File: src/rtl/cache_control.sv
// cache_control: IDLE/WRITEBACK/ALLOCATE sequencer for the direct-mapped,
// 8-set, write-back L1 cache. Holds no line data; drives array load enables,
// fill/merge selects and the physical-memory handshake.
// Optional statistics counters: define CACHE_STATS_EN.
module cache_control #(
   parameter int unsigned CNT_WIDTH = 16
) (
   input  logic clk,
   input  logic rst_n,
   input  logic mem_read,
   input  logic mem_write,
   input  logic hit,
   input  logic dirty,
   input  logic pmem_resp,
   output logic mem_resp,
   output logic pmem_read,
   output logic pmem_write,
   output logic pmem_addr_sel,
   output logic data_in_sel,
   output logic load_data,
   output logic load_tag,
   output logic load_valid,
   output logic load_dirty,
   output logic dirty_in
`ifdef CACHE_STATS_EN
   ,
   output logic [CNT_WIDTH-1:0] hit_count,
   output logic [CNT_WIDTH-1:0] miss_count,
   output logic [CNT_WIDTH-1:0] wb_count
`endif
);

   typedef enum logic [1:0] {
      IDLE      = 2'd0,
      WRITEBACK = 2'd1,
      ALLOCATE  = 2'd2
   } state_t;

   state_t r_state;
   state_t w_next;
   logic   r_miss_pending;

   logic w_req;
   logic w_mem_resp, w_pmem_read, w_pmem_write, w_pmem_addr_sel;
   logic w_data_in_sel, w_load_data, w_load_tag, w_load_valid;
   logic w_load_dirty, w_dirty_in;

   // Simultaneous read and write is handled as a write.
   assign w_req = mem_read | mem_write;

   // State register; reset abandons any line transfer in flight.
   always_ff @(posedge clk or negedge rst_n) begin
      if (!rst_n) r_state <= IDLE;
      else        r_state <= w_next;
   end

   // Next-state and Mealy output decode.
   always_comb begin
      w_next          = r_state;
      w_mem_resp      = 1'b0;
      w_pmem_read     = 1'b0;
      w_pmem_write    = 1'b0;
      w_pmem_addr_sel = 1'b0;
      w_data_in_sel   = 1'b0;
      w_load_data     = 1'b0;
      w_load_tag      = 1'b0;
      w_load_valid    = 1'b0;
      w_load_dirty    = 1'b0;
      w_dirty_in      = 1'b0;
      unique case (r_state)
         IDLE: begin
            if (w_req) begin
               if (hit) begin
                  w_mem_resp = 1'b1;
                  if (mem_write) begin
                     w_load_data  = 1'b1;
                     w_load_dirty = 1'b1;
                     w_dirty_in   = 1'b1;
                  end
               end else begin
                  w_next = dirty ? WRITEBACK : ALLOCATE;
               end
            end
         end
         WRITEBACK: begin
            w_pmem_write    = 1'b1;
            w_pmem_addr_sel = 1'b1;
            if (pmem_resp) w_next = ALLOCATE;
         end
         ALLOCATE: begin
            w_pmem_read = 1'b1;
            if (pmem_resp) begin
               w_load_data   = 1'b1;
               w_data_in_sel = 1'b1;
               w_load_tag    = 1'b1;
               w_load_valid  = 1'b1;
               w_load_dirty  = 1'b1;
               w_next        = IDLE;
            end
         end
         default: w_next = IDLE;
      endcase
   end

   // Mealy outputs would otherwise follow hit/request while held in reset.
   assign mem_resp      = w_mem_resp      & rst_n;
   assign pmem_read     = w_pmem_read     & rst_n;
   assign pmem_write    = w_pmem_write    & rst_n;
   assign pmem_addr_sel = w_pmem_addr_sel & rst_n;
   assign data_in_sel   = w_data_in_sel   & rst_n;
   assign load_data     = w_load_data     & rst_n;
   assign load_tag      = w_load_tag      & rst_n;
   assign load_valid    = w_load_valid    & rst_n;
   assign load_dirty    = w_load_dirty    & rst_n;
   assign dirty_in      = w_dirty_in      & rst_n;

   // Remember that the current request missed so its final response is not a hit.
   always_ff @(posedge clk or negedge rst_n) begin
      if (!rst_n)                                r_miss_pending <= 1'b0;
      else if (w_mem_resp)                       r_miss_pending <= 1'b0;
      else if (r_state == IDLE && w_next != IDLE) r_miss_pending <= 1'b1;
   end

`ifdef CACHE_STATS_EN
   logic [CNT_WIDTH-1:0] r_hit_count, r_miss_count, r_wb_count;

   // Saturating hit/miss/writeback statistics.
   always_ff @(posedge clk or negedge rst_n) begin
      if (!rst_n) begin
         r_hit_count  <= '0;
         r_miss_count <= '0;
         r_wb_count   <= '0;
      end else begin
         if (w_mem_resp && !r_miss_pending && r_hit_count != '1)
            r_hit_count <= r_hit_count + 1'b1;
         if (r_state == IDLE && w_next != IDLE && r_miss_count != '1)
            r_miss_count <= r_miss_count + 1'b1;
         if (r_state == WRITEBACK && w_next == ALLOCATE && r_wb_count != '1)
            r_wb_count <= r_wb_count + 1'b1;
      end
   end

   assign hit_count  = r_hit_count;
   assign miss_count = r_miss_count;
   assign wb_count   = r_wb_count;
`endif

endmodule

File: config.mk
export PLATFORM = sky130hd
export DESIGN_NAME = cache_control
export DESIGN_NICKNAME = d
export VERILOG_FILES = /design/src/rtl/cache_control.sv
export SDC_FILE = /design/constraint.sdc
export NUM_CORES = 1
export LEC_CHECK = 0
export ABC_AREA = 0
export BUFFER_PORTS_ARGS = -buffer_cell sky130_fd_sc_hd__buf_2
export CAP_MARGIN = 30
export CORE_AREA = 3 3 40 42
export DETAILED_ROUTE_END_ITERATION = 16
export DIE_AREA = 0 0 43 45
export HOLD_SLACK_MARGIN = 0.1
export SLEW_MARGIN = 10
export SYNTH_ARGS = -nofsm -noshare
export SYNTH_HDL_FRONTEND = slang
export SYNTH_SLANG_ARGS = --single-unit
File: constraint.sdc
create_clock -name clk -period 1.3 [get_ports clk]
set_clock_uncertainty 0.1 [all_clocks]
set_input_delay 0.13 -clock clk [delete_from_list [all_inputs] [get_ports clk]]
set_output_delay 0.13 -clock clk [all_outputs]
set_load 0.03 [all_outputs]
==> results of run 1 <==
-- cells by family (layout without fill, tap and decap cells) --
family                 after synthesis  in the layout  share of synthesized area
AND/OR/NAND/NOR                     12             12                      0.432
buffers and inverters                4             23                      0.164
AO/OA/AOI/OAI                        3              3                      0.130
flip-flops                           2              2                      0.274
-- per-layer routing --
layer,up-vias,share of wire,track usage
li1,109,-,-
met1,91,0.43,0.0652
met2,10,0.45,0.0749
met3,2,0.10,0.0319
met4,0,0.020,0.0904
met5,-,0,0
-- critical path, cell delays in order (launching register included) --
cell and delay (ns):
dfrtp_1 0.34, and4bb_2 0.23, and2_4 0.14, a21o_4 0.18
buf_6 0.13
-- path summary, 6_finish.rpt --
| path | slack (ns) | endpoint | depth (start not counted) |
|---|---|---|---|
| worst max register to register | 0.07 | r_state[0] | 2 |
| max in group asynchronous | 0.70 | r_state[1] | 3 |
| worst min register to register | 0.45 | r_state[0] | 2 |
| worst min-delay path | 0.12 | r_state[0] | 3 |
| min in group asynchronous | 0.26 | r_state[0] | 3 |
| worst max-delay path | -0.18 | load_dirty | 4 |
-- what timing repair did --
item,in CTS,in global routing
hold buffers,1,0
pin swaps,1,2
setup endpoints to repair,10,10
endpoints found under the hold margin,2,0
resized for setup,17,2
-- placed cells by master (no fill, tap or decap) --
cell,n
dfrtp_1,2
nor2_1,1
and2_4,2
clkbuf_4,3
or4b_1,1
buf_2,7
o311a_2,1
buf_6,9
buf_4,3
nand2_2,1
and3b_2,1
dlygate4sd3_1,1
nor3_1,1
a21o_4,1
nor2_4,1
or2b_1,1
nor2b_2,1
nand2_1,1
and4bb_2,1
a21oi_1,1
-- metrics by stage --
step	hold WS, ns	instances	TNS, ns	area, µm²
final	0.116	55	-1.02	388
after global placement	-0.0682	51	0	297
after global routing	0.129	55	-1.68	388
after detailed placement	-0.0634	51	0	297
after CTS	0.102	55	-1.17	382
after floorplan	-0.266	21	-0.260	213
-- synth_stat cells --
master and count:
or2b_1 1, nand2_1 2, nor2b_1 1, a21o_1 1, dfrtp_1 2, buf_4 4
and2_1 2, and4bb_2 1, o311a_2 1, nor2_1 2, or4b_1 1, a21oi_1 1
and3b_2 1, nor3_1 1
-- final cells by class --
type                    instances  area (µm²)
fillers                       135         897
repair buffers                 20         169
multi-input cells              15         128
flip-flops and latches          2        50.0
clock buffers                   3        22.5
well taps                      15        18.8
-- where the power goes --
part           switching (W)  total [W]  internal [W]
clock              0.0000333   0.000135      0.000102
combinational       0.000202   0.000400      0.000198
sequential         0.0000111  0.0000958     0.0000848
==> impl_metrics.py, run 1 <==
metrics = {
    "status": {
        "outcome": "finished, violations left",
        "violations": "negative setup slack",
    },
    "sta": {
        "max_freq_mhz": 675,
        "max_slew.worst_pin.slew_ns": 0.218,
        "worst_slack_ns": -0.181,
        "setup_viol": 9,
        "period_share": 1.14,
        "report.final.hold_viol_count": 0,
        "rsz0062_at_grt": "true",
        "slew_headroom": 0.854,
        "finalMaxSlewViolations": 0,
        "min_period_ns": 1.48,
    },
    "grt": {
        "grt_usage": 0.0625,
        "grt_overflow": 0,
        "antenna_found_initial": 0,
        "grt_max_degree": 6,
        "grt_pass1_vias": 186,
        "grt_pass1_wl_um": 779,
    },
    "power": {
        "total_power_w": 0.000631,
        "leakagePower_nw": 0.193,
        "power.density_nw_per_um2": 1630,
        "peakVddDrop_v": 0.000508,
    },
    "critical_path": {
        "crit_path_start_kind": "flop",
        "cp_max_fo": 3,
        "endpoint_kind": "output pin",
        "r2r-start": "r_state[0]",
        "worstPathRequired_ns": 1.07,
        "path_class": "flop to output pin",
        "crit_path_start": "r_state[0]",
        "arrival_ns": 1.25,
    },
    "route": {
        "wl_per_cell_um": 9.07,
        "routed_wl_um": 499,
        "num_vias": 212,
        "drtAntennaViolNets": 0,
        "drtIter0Drc": 5,
        "vias_per_cell": 3.85,
        "first_pass_iters": 2,
        "drc": 0,
    },
    "die": {
        "rows": 13,
        "dieHeight_um": 45,
        "die_w_um": 43,
        "num_io_pins": 17,
        "fp.dieArea_um2": 1940,
        "coreArea_um2": 1280,
        "initial_utilization": 0.142,
    },
    "yosys": {
        "synth_top_area_frac": 0.274,
        "syn_area_per_cell_um2": 8.70,
        "ys_ff_latch": 2,
        "yosysTopAreaCell": "dfrtp_1",
        "syn_area_um2": 183,
        "synth_nets": 28,
        "synth.distinct_cells": 14,
        "seq_area_frac_synth": 0.274,
        "synth_top_cells_by_area": "dfrtp_1 (27%), buf_4 (16%), and2_1 (6.8%)",
        "yosys_warnings": 0,
        "syn_inst": 21,
    },
    "cells_and_area": {
        "regMostFlops": "r_state",
        "largest_register_ffs": 2,
        "reg_top3": "r_state (2)",
        "fin_nets": 49,
        "antenna_cells": 0,
        "area_delta_synth_final_pct": 112,
        "drive_above_1_share": 0.775,
        "postLayoutCoreUtil": 0.302,
    },
    "place": {
        "gp_congestion": 0.711,
        "dpl.hpwl_um": 408,
        "detailedPlace.worstSlack_ns": 0.0127,
        "port_buffers": 16,
    },
    "cts": {
        "cts_post_setup_buffers_inserted": 0,
        "clkSlewWorstSetupHoldPaths_ns": 0.03,
        "clock_path_buffers": 2,
        "cts_root_buffer": "clkbuf_4",
        "cts_buffers": 3,
        "tritoncts": "yes",
        "clock_sinks": 2,
        "clock_latency_ns": 0.22,
        "h-tree-depth": 1,
    },
    "flow_run": {
        "drv_cap": 0,
    },
    "min_path": {
        "hold_path.startpoint": "hit",
        "hold_class": "input port to flop",
    },
}
(Power assumes the default switching activity.)
==> run 2, diff against run 1 <==
- CELL_PAD_IN_SITES_DETAIL_PLACEMENT: default -> 1
- CELL_PAD_IN_SITES_GLOBAL_PLACEMENT: default -> 1
- PLACE_DENSITY_LB_ADDON: default -> 0.1
==> run 2 against run 1 <==
Net effect: the run still ends with negative setup slack left; core utilization decreased by 0.49 points; count of clock-buffer cells in the layout unchanged; non-clock buffer count decreased by 1; register-to-register slack about the same; hold slack got worse by 0.0053 ns; global-route usage increased by 0.48 points; fmax decreased by 1.9%; cell count decreased by 1.8%; combinational power about the same; critical endpoint is now load_data; largest power group unchanged.
==> impl_metrics.py, run 2 (synthesized netlist as in run 1, its figures left out) <==
metrics = {
    "sta": {
        "finalMaxSlewViolations": 0,
        "setup_viol": 9,
        "rsz0062_at_grt": "true",
        "worst_slack_ns": -0.209,
        "min_period_ns": 1.51,
        "max_slew.worst_pin.slew_ns": 0.209,
        "max_freq_mhz": 663,
        "slew_headroom": 0.860,
        "report.final.hold_viol_count": 0,
        "period_share": 1.16,
    },
    "cts": {
        "tritoncts": "yes",
        "cts_root_buffer": "clkbuf_4",
        "h-tree-depth": 1,
        "clock_sinks": 2,
        "clock_latency_ns": 0.23,
        "clkSlewWorstSetupHoldPaths_ns": 0.03,
        "cts_buffers": 3,
        "cts_post_setup_buffers_inserted": 0,
        "clock_path_buffers": 2,
    },
    "route": {
        "num_vias": 223,
        "vias_per_cell": 4.13,
        "drtAntennaViolNets": 0,
        "routed_wl_um": 536,
        "drc": 0,
        "wl_met1_um": 232,
        "wl_per_cell_um": 9.93,
        "drtIter0Drc": 1,
        "first_pass_iters": 2,
        "top_layer": "met4",
        "wl_met3_um": 40,
        "met2_length_um": 249,
    },
    "cells_and_area": {
        "multiInputGateArea_um2": 129,
        "fill_cells": 156,
        "fin_nets": 48,
        "final_cell_mix": "buf_6 (9), buf_2 (7), clkbuf_4 (3)",
        "drive_above_1_share": 0.769,
        "largest_register_ffs": 2,
        "reg_top3": "r_state (2)",
        "antenna_cells": 0,
        "seqCellArea_um2": 50.0,
        "mostFrequentLayoutCell": "buf_6",
        "area_delta_synth_final_pct": 109,
        "final_cells": 54,
        "regMostFlops": "r_state",
    },
    "critical_path": {
        "endpoint": "load_data",
        "worstPathRequired_ns": 1.07,
        "cp_max_fo": 3,
        "cp.buffers_inverters": 1,
        "path_class": "flop to output pin",
        "r2r-start": "r_state[0]",
        "r2r_slack_ns": 0.06,
        "rr_worst_depth": 2,
        "cp.depth": 4,
        "reg2reg_to": "r_state[0]",
        "cpLargestDelayFamily": "simple AND/OR/NAND/NOR gates",
        "cp_cell_sequence": "and4bb_2 > and2_4 > a21o_4 > buf_6",
        "slowest_delay_ns": 0.36,
        "crit_path_start": "r_state[0]",
        "endpoint_kind": "output pin",
        "crit_path_start_kind": "flop",
        "crit_slowest_cell": "dfrtp_1",
        "arrival_ns": 1.28,
    },
    "flow_run": {
        "drv_cap": 0,
    },
    "place": {
        "port_buffers": 16,
        "gp_congestion": 0.628,
        "dpl.cell_count": 50,
        "dpl.hpwl_um": 461,
    },
    "die": {
        "dieHeight_um": 45,
        "num_io_pins": 17,
        "coreArea_um2": 1280,
        "die_w_um": 43,
        "initial_utilization": 0.142,
        "rows": 13,
        "fp.dieArea_um2": 1940,
    },
    "grt": {
        "grt_pass1_vias": 235,
        "grt_max_degree": 6,
        "grt_pass1_wl_um": 945,
        "antenna_found_initial": 0,
        "grt_overflow": 0,
        "grt_usage": 0.0673,
    },
    "status": {
        "outcome": "finished, violations left",
        "violations": "negative setup slack",
    },
    "power": {
        "power.density_nw_per_um2": 1660,
        "leakagePower_nw": 0.188,
        "total_power_w": 0.000635,
        "peakVddDrop_v": 0.000336,
    },
    "min_path": {
        "hold_class": "input port to flop",
    },
}
run 2: power by group:
part	switching [W]	total (W)	internal (W)
clock	0.0000355	0.000137	0.000102
combinational	0.000205	0.000398	0.000193
sequential	0.0000145	0.0000995	0.0000849
run 2: layout make-up:
class,count,area share
multi-input cells,15,0.338
clock buffers,3,0.0590
flip-flops and latches,2,0.131
repair buffers,19,0.423
well taps,15,0.0492
run 2: stage by stage:
| step | instance area (µm²) | setup slack, ns | utilization | setup TNS [ns] | hold slack (ns) |
|---|---|---|---|---|---|
| 6_report | 382 | -0.209 | 0.297 | -1.28 | 0.110 |
| 5_1_grt | 382 | -0.274 | 0.297 | -1.89 | 0.129 |
| 4_1_cts | 374 | -0.219 | 0.291 | -1.34 | 0.102 |
| 3_5_place_dp | 289 | -0.0115 | 0.225 | -0.0197 | -0.162 |
| 3_3_place_gp | 289 | -0.00584 | 0.225 | -0.0115 | -0.161 |
| 2_1_floorplan | 213 | -0.129 | - | -0.260 | -0.266 |
run 2: per-layer routing:
metal | global-route usage | vias to the layer above
met1 | 0.0839 | 98
li1 | - | 110
met5 | 0 | -
met2 | 0.0898 | 13
met3 | 0.0279 | 2
met4 | 0.0542 | 0
run 2: how the worst min path moves through the flow:
stage                      from         end  slack [ns]  cells after the start
final                       hit  r_state[0]        0.11                      3
after global routing        hit  r_state[0]        0.13                      3
after CTS                   hit  r_state[0]        0.10                      3
after detailed placement  rst_n  r_state[0]       -0.16                      1
after global placement    rst_n  r_state[0]       -0.16                      1
after floorplan           rst_n  r_state[0]       -0.27                      0
run 2: what timing repair did:
action | CTS | global route
cloned | 0 | 0
endpoints found under the setup margin | 10 | 11
endpoints found under the hold margin | 2 | 0
pin swaps | 1 | 0
gates resized for setup | 17 | 2
hold buffers | 1 | 0
run 2: worst reg2reg max path, stage by stage (launching register included):
cell	delay, ns
dfrtp_1	0.38
or4b_1	0.55
a21oi_2	0.14
